`src/rtl/apb3_arbiter_pkg.sv`:
```
// Shared types and defaults for the two-master APB3 arbiter.
package apb3_arbiter_pkg;

    typedef enum logic [1:0] {
        ST_IDLE   = 2'd0,
        ST_SETUP  = 2'd1,
        ST_ACCESS = 2'd2,
        ST_DONE   = 2'd3
    } arb_state_e;

    localparam int DEF_ADDR_WIDTH = 12;
    localparam int DEF_DATA_WIDTH = 32;
    localparam int WDOG_WIDTH     = 16;

endpackage

```
`src/rtl/apb3_rr_pick.sv`:
```
// Two-way round-robin picker: a tie goes to the master that did not win last time.
module apb3_rr_pick (
    input  logic [1:0] req_i,
    input  logic       last_i,
    output logic       valid_o,
    output logic       grant_o
);

    // grant_o is only meaningful while valid_o is high
    always_comb begin
        valid_o = 1'b0;
        grant_o = 1'b0;
        case (req_i)
            2'b01: begin
                valid_o = 1'b1;
                grant_o = 1'b0;
            end
            2'b10: begin
                valid_o = 1'b1;
                grant_o = 1'b1;
            end
            2'b11: begin
                valid_o = 1'b1;
                grant_o = ~last_i;
            end
            default: begin
                valid_o = 1'b0;
                grant_o = 1'b0;
            end
        endcase
    end

endmodule

```
`src/rtl/apb3_arbiter.sv`:
```
// Two-master APB3 arbiter: grants whole transfers round-robin, re-times them onto one
// downstream APB3 bus and aborts downstream transfers that exceed the watchdog limit.
module apb3_arbiter
    import apb3_arbiter_pkg::*;
#(
    parameter int ADDR_WIDTH = DEF_ADDR_WIDTH,
    parameter int DATA_WIDTH = DEF_DATA_WIDTH,
    parameter int TIMEOUT    = 255
) (
    input  logic                  clk,
    input  logic                  resetn,
    input  logic [ADDR_WIDTH-1:0] M0_PADDR,
    input  logic                  M0_PSEL,
    input  logic                  M0_PENABLE,
    input  logic                  M0_PWRITE,
    input  logic [DATA_WIDTH-1:0] M0_PWDATA,
    output logic                  M0_PREADY,
    output logic [DATA_WIDTH-1:0] M0_PRDATA,
    output logic                  M0_PSLVERROR,
    input  logic [ADDR_WIDTH-1:0] M1_PADDR,
    input  logic                  M1_PSEL,
    input  logic                  M1_PENABLE,
    input  logic                  M1_PWRITE,
    input  logic [DATA_WIDTH-1:0] M1_PWDATA,
    output logic                  M1_PREADY,
    output logic [DATA_WIDTH-1:0] M1_PRDATA,
    output logic                  M1_PSLVERROR,
    output logic [ADDR_WIDTH-1:0] S_PADDR,
    output logic                  S_PSEL,
    output logic                  S_PENABLE,
    output logic                  S_PWRITE,
    output logic [DATA_WIDTH-1:0] S_PWDATA,
    input  logic                  S_PREADY,
    input  logic [DATA_WIDTH-1:0] S_PRDATA,
    input  logic                  S_PSLVERROR,
    output logic                  grant,
    output logic                  busy
);

    // Watchdog counts completed wait cycles; abort happens on the TIMEOUT-th ACCESS cycle.
    localparam logic [WDOG_WIDTH-1:0] WDOG_LAST = WDOG_WIDTH'(TIMEOUT - 1);

    arb_state_e            state_q;
    logic                  last_q;
    logic                  grant_q;
    logic                  busy_q;
    logic [WDOG_WIDTH-1:0] wdog_q;
    logic [ADDR_WIDTH-1:0] s_paddr_q;
    logic                  s_psel_q;
    logic                  s_penable_q;
    logic                  s_pwrite_q;
    logic [DATA_WIDTH-1:0] s_pwdata_q;
    logic [1:0]            pready_q;
    logic [DATA_WIDTH-1:0] m0_prdata_q;
    logic [DATA_WIDTH-1:0] m1_prdata_q;
    logic                  m0_pslverr_q;
    logic                  m1_pslverr_q;
    logic                  pick_valid_s;
    logic                  pick_grant_s;

    // PENABLE is not needed for arbitration: a master requests from its setup phase on.
    apb3_rr_pick u_pick (
        .req_i   ({M1_PSEL, M0_PSEL}),
        .last_i  (last_q),
        .valid_o (pick_valid_s),
        .grant_o (pick_grant_s)
    );

    // Transfer FSM, watchdog and all registered outputs
    always_ff @(posedge clk or negedge resetn) begin
        if (!resetn) begin
            state_q      <= ST_IDLE;
            last_q       <= 1'b1;
            grant_q      <= 1'b0;
            busy_q       <= 1'b0;
            wdog_q       <= '0;
            s_paddr_q    <= '0;
            s_psel_q     <= 1'b0;
            s_penable_q  <= 1'b0;
            s_pwrite_q   <= 1'b0;
            s_pwdata_q   <= '0;
            pready_q     <= 2'b00;
            m0_prdata_q  <= '0;
            m1_prdata_q  <= '0;
            m0_pslverr_q <= 1'b0;
            m1_pslverr_q <= 1'b0;
        end else begin
            case (state_q)
                ST_IDLE: begin
                    if (pick_valid_s) begin
                        state_q    <= ST_SETUP;
                        busy_q     <= 1'b1;
                        grant_q    <= pick_grant_s;
                        last_q     <= pick_grant_s;
                        wdog_q     <= '0;
                        s_psel_q   <= 1'b1;
                        s_paddr_q  <= pick_grant_s ? M1_PADDR  : M0_PADDR;
                        s_pwrite_q <= pick_grant_s ? M1_PWRITE : M0_PWRITE;
                        s_pwdata_q <= pick_grant_s ? M1_PWDATA : M0_PWDATA;
                    end
                end
                ST_SETUP: begin
                    s_penable_q <= 1'b1;
                    state_q     <= ST_ACCESS;
                end
                ST_ACCESS: begin
                    if (S_PREADY || (wdog_q == WDOG_LAST)) begin
                        // a late S_PREADY on the final watchdog cycle still counts as success
                        state_q     <= ST_DONE;
                        s_psel_q    <= 1'b0;
                        s_penable_q <= 1'b0;
                        pready_q    <= grant_q ? 2'b10 : 2'b01;
                        if (grant_q) begin
                            m1_prdata_q  <= S_PREADY ? S_PRDATA : '0;
                            m1_pslverr_q <= S_PREADY ? S_PSLVERROR : 1'b1;
                        end else begin
                            m0_prdata_q  <= S_PREADY ? S_PRDATA : '0;
                            m0_pslverr_q <= S_PREADY ? S_PSLVERROR : 1'b1;
                        end
                    end else begin
                        wdog_q <= wdog_q + {{(WDOG_WIDTH-1){1'b0}}, 1'b1};
                    end
                end
                ST_DONE: begin
                    pready_q <= 2'b00;
                    busy_q   <= 1'b0;
                    state_q  <= ST_IDLE;
                end
                default: begin
                    state_q     <= ST_IDLE;
                    busy_q      <= 1'b0;
                    s_psel_q    <= 1'b0;
                    s_penable_q <= 1'b0;
                    pready_q    <= 2'b00;
                end
            endcase
        end
    end

    assign S_PADDR      = s_paddr_q;
    assign S_PSEL       = s_psel_q;
    assign S_PENABLE    = s_penable_q;
    assign S_PWRITE     = s_pwrite_q;
    assign S_PWDATA     = s_pwdata_q;
    assign M0_PREADY    = pready_q[0];
    assign M1_PREADY    = pready_q[1];
    assign M0_PRDATA    = m0_prdata_q;
    assign M1_PRDATA    = m1_prdata_q;
    assign M0_PSLVERROR = m0_pslverr_q;
    assign M1_PSLVERROR = m1_pslverr_q;
    assign grant        = grant_q;
    assign busy         = busy_q;

endmodule

```
`config.mk`:
```
export PLATFORM = sky130hd
export DESIGN_NAME = apb3_arbiter
export DESIGN_NICKNAME = d
export VERILOG_FILES = /design/src/rtl/apb3_arbiter_pkg.sv /design/src/rtl/apb3_rr_pick.sv /design/src/rtl/apb3_arbiter.sv
export SDC_FILE = /design/constraint.sdc
export NUM_CORES = 1
export LEC_CHECK = 0
export BUFFER_PORTS_ARGS = -buffer_cell sky130_fd_sc_hd__buf_2
export CORE_MARGIN = 4
export CORE_UTILIZATION = 40
export DETAILED_ROUTE_END_ITERATION = 6
export GPL_TIMING_DRIVEN = 0
export PLACE_DENSITY = 0.74
export SKIP_LAST_GASP = 1
export SYNTH_ARGS = -nofsm -noshare
export SYNTH_HDL_FRONTEND = slang
export SYNTH_SLANG_ARGS = --single-unit
```
`constraint.sdc`:
```
create_clock -name clk -period 2.74 [get_ports clk]
set_clock_uncertainty 0.2 [all_clocks]
set_input_delay 0.137 -clock clk [delete_from_list [all_inputs] [get_ports clk]]
set_output_delay 0.137 -clock clk [all_outputs]
set_load 0.1 [all_outputs]
```
==> results.md <==
* Status: complete, no violations
* Hold Crit Start: S_PREADY
* Post-synthesis area per instance at around 12 sq um
* First-pass GRT wire length at between 30 and 40 mm
* Slew HR at 60.0%
* Routed via count at 5,860
* Clk_lat worst skew at 0.42 ns
* Worst Setup End Kind: register
* Tot GR Track Use at between 20% and 30%
* Crit start category: input pin
* Final std cells w/o fill at 1,168
* Core Area at 15,800 sq um
* Post-synth top flop: dfrtp_1
* Die area at approximately 18,000 sq um
* Max incr delay on CP at a little under 0.6 ns
* First-pass DRT Iterations at 5
* Final setup vio count at 0
* Yosys reg bits at between 100 and 150
* Most used cell along the critical path: buf_2
* Hold depth at 4
* Synth area leaders: dfrtp_1 (52%), mux2i_1 (7.3%), mux2_4 (7.0%)
* Top cell type's share of synthesized area at between 50% and 60%
* Seq/Total Area, Yosys at a little over half
* Overall routed net length at 20.4 mm
* CP max stage cell: dlygate4sd3_1
* Worst slew pin tran at 0.601 ns
* CTS H-tree lvls at 4
* Cell count after placement at 1,009
* R2r worst-path depth at 7
* Yosys cell types at 46
* Vias/cell at ~5.0
* R2r startpoint: wdog_q[0]$_DFFE_PN0P_
* Highest clock rate at between 300 and 400 MHz
* Max clock buf depth at 2
* Syn_nets at 684
* CTS sink cnt at ~140
* Worst-path cell chain: dlygate4sd3_1 > buf_2 > a21boi_0 > buf_2 > buf_2 > mux2i_1 > dlygate4sd3_1 > o21ai_0
* Final net count at roughly 1.1k
* Met1 wire length at between 8 and 9 mm
* Post-synth top area cell: dfrtp_1
* Critical path type: input pin to register
* CTS root buf: clkbuf_16
* Number of synthesized flops with an enable pin at 0
* # diodes at 0
* Post-Route Setup TNS at 0 ns
* CTS tree: done
* Initial core utilization at approximately two fifths
* Initial antenna violation count at 0
* Synth Warn # at 0
* Io pins at about 250
* Clk pin slew, worst setup/hold paths at about 0.060 ns
* Area delta synth->final at 52.8%
* Share of cells above drive strength 1 at between 30% and 40%
* Overall die width at 135 um
* Grt ovf at 0
* Met2 WL at 10.2 mm
* IO Port Bufs at 244
* Vias in the first global route at between 6k and 7k
* Metal3 WL at ~1.5 mm
* Asr flop ratio synth at 100%
* Worst r2r dst: M0_PRDATA[7]$_DFFE_PN0P_
* Mapped Area at 6440 sq um
* R2r setup slk at ~0.22 ns
* DP HPWL at roughly 13 mm
* WL/cell at 17.5 um
* RSZ-0062 raised after global routing: false
* Cts bufs inserted at 17
* Min Clock Period, post-route at about 2.5 ns
* Worst hold path type: input pin to register
* Setup bufs post-CTS at 0
* Final hold viol count at 0
* Max Cap Viol at 0
* ANT nets after route at 0
* Hold Path End: wdog_q[1]$_DFFE_PN0P_
* CP max FO at 10
* Slew Viols, Final at 0
* # DRC at 0
* Initial DRC count at between 200 and 300
* Gpl congestion at around 0.82
* Crit path DAT at between 2 and 3 ns
* # rows at 46
* DR top layer: met4
* WP data required at between 2 and 3 ns
* Count leader, synth: dfrtp_1
* Top post-synthesis cells by count: dfrtp_1 (135), nand2_1 (67), o21ai_0 (51), mux2i_1 (47), mux2_2 (37)
* Largest net degree at the start of global routing at 102
* Die height at around 130 um
* Gate Count Post-Synth at approximately 550
* Final period util at between 90% and 100%
## registers in the layout, indices dropped and copies added (netlist names)
name	flops
S_PSEL	1
M0_PRDATA	32
busy	1
pready_q	2
last_q	1
M1_PRDATA	32
M0_PSLVERROR	1
S_PWRITE	1
M1_PSLVERROR	1
wdog_q	16
S_PWDATA	32
S_PENABLE	1
state_q	2
S_PADDR	12
grant	1
## worst max-delay path by stage
stage	start	to	slack, ns	cells past startpoint
final	M0_PSEL	S_PWDATA[2]$_DFFE_PN0P_	0.21	8
after floorplan	grant$_DFFE_PN0P_	M1_PRDATA[10]$_DFFE_PN0P_	0.52	4
after global placement	resetn	S_PADDR[0]$_DFFE_PN0P_	-0.55	1
after CTS	state_q[0]$_DFFE_PN0P_	wdog_q[4]$_DFFE_PN0P_	0.06	8
after detailed placement	state_q[0]$_DFFE_PN0P_	wdog_q[2]$_DFFE_PN0P_	0.08	8
after global routing	state_q[0]$_DFFE_PN0P_	S_PWDATA[6]$_DFFE_PN0P_	0.07	6
## metrics by stage
| stage | hold WS (ns) | worst slack (ns) | area [sq um] | utilization [%] |
|---|---|---|---|---|
| after floorplan | -0.359 | 0.519 | 6440 | - |
| after global placement | 0.124 | -0.554 | 7930 | 50.1 |
| after detailed placement | -0.137 | 0.0838 | 7970 | 50.3 |
| after CTS | 0.0189 | 0.0644 | 9840 | 62.2 |
| after global routing | 0.0255 | 0.0693 | 9840 | 62.2 |
| final | 0.0233 | 0.213 | 9840 | 62.2 |
## cell families (layout without fill, tap and decap cells)
group,Yosys count,after routing,synth area share [%]
flip-flops,136,136,52.9
AND/OR/NAND/NOR,168,168,13.7
adder cells (fa/ha/maj),6,6,1.17
buffers and inverters,42,446,3.94
AO/OA/AOI/OAI,82,82,7.58
multiplexers,114,114,20.8
## cell usage in the layout (no fill, tap or decap), types with 3 or more instances in the layout
cell type,n
buf_2,251
dfrtp_1,135
dlygate4sd3_1,126
nand2_1,67
o21ai_0,51
mux2i_1,47
mux2_2,37
and2_1,33
mux2_4,30
clkbuf_1,19
nor3_1,17
clkbuf_16,17
nand3_1,13
nand4_1,9
inv_1,7
a21oi_1,7
buf_6,6
nor2_1,6
a31oi_1,6
ha_1,6
inv_6,5
buf_12,4
and3_1,4
and4_1,3
a31o_2,3
clkinvlp_4,3
## final cells by class
type,instances,area [sq um]
Tap cell,216,270
Sequential cell,136,3400
Timing Repair Buffer,372,2540
Clock inverter,15,165
Buffer,35,228
Fill cell,1216,5980
Inverter,7,26.3
Multi-Input combinational cell,370,2790
Clock buffer,17,425
## timing repair
action / in CTS / in global routing
endpoints found under the setup margin: 0 / 9
hold buffers: 127 / 0
hold endpoints to repair: 247 / 0
resized for setup: 0 / 1
## critical path: cells and delay by family
family	cells	cell delay [ns]
buffers and inverters	5	1.96
multiplexers	1	0.26
AO/OA/AOI/OAI	2	0.23
## per-layer routing
| layer | track usage, % | up-vias |
|---|---|---|
| met3 | 6.30 | 54 |
| met1 | 26.0 | 2828 |
| met4 | 10.1 | 0 |
| li1 | - | 2738 |
| met5 | 0 | - |
| met2 | 38.4 | 240 |
Power is left out: the tool's default activity adds up to more than one toggle a clock period on the data nets, which glitch-free logic cannot reach.
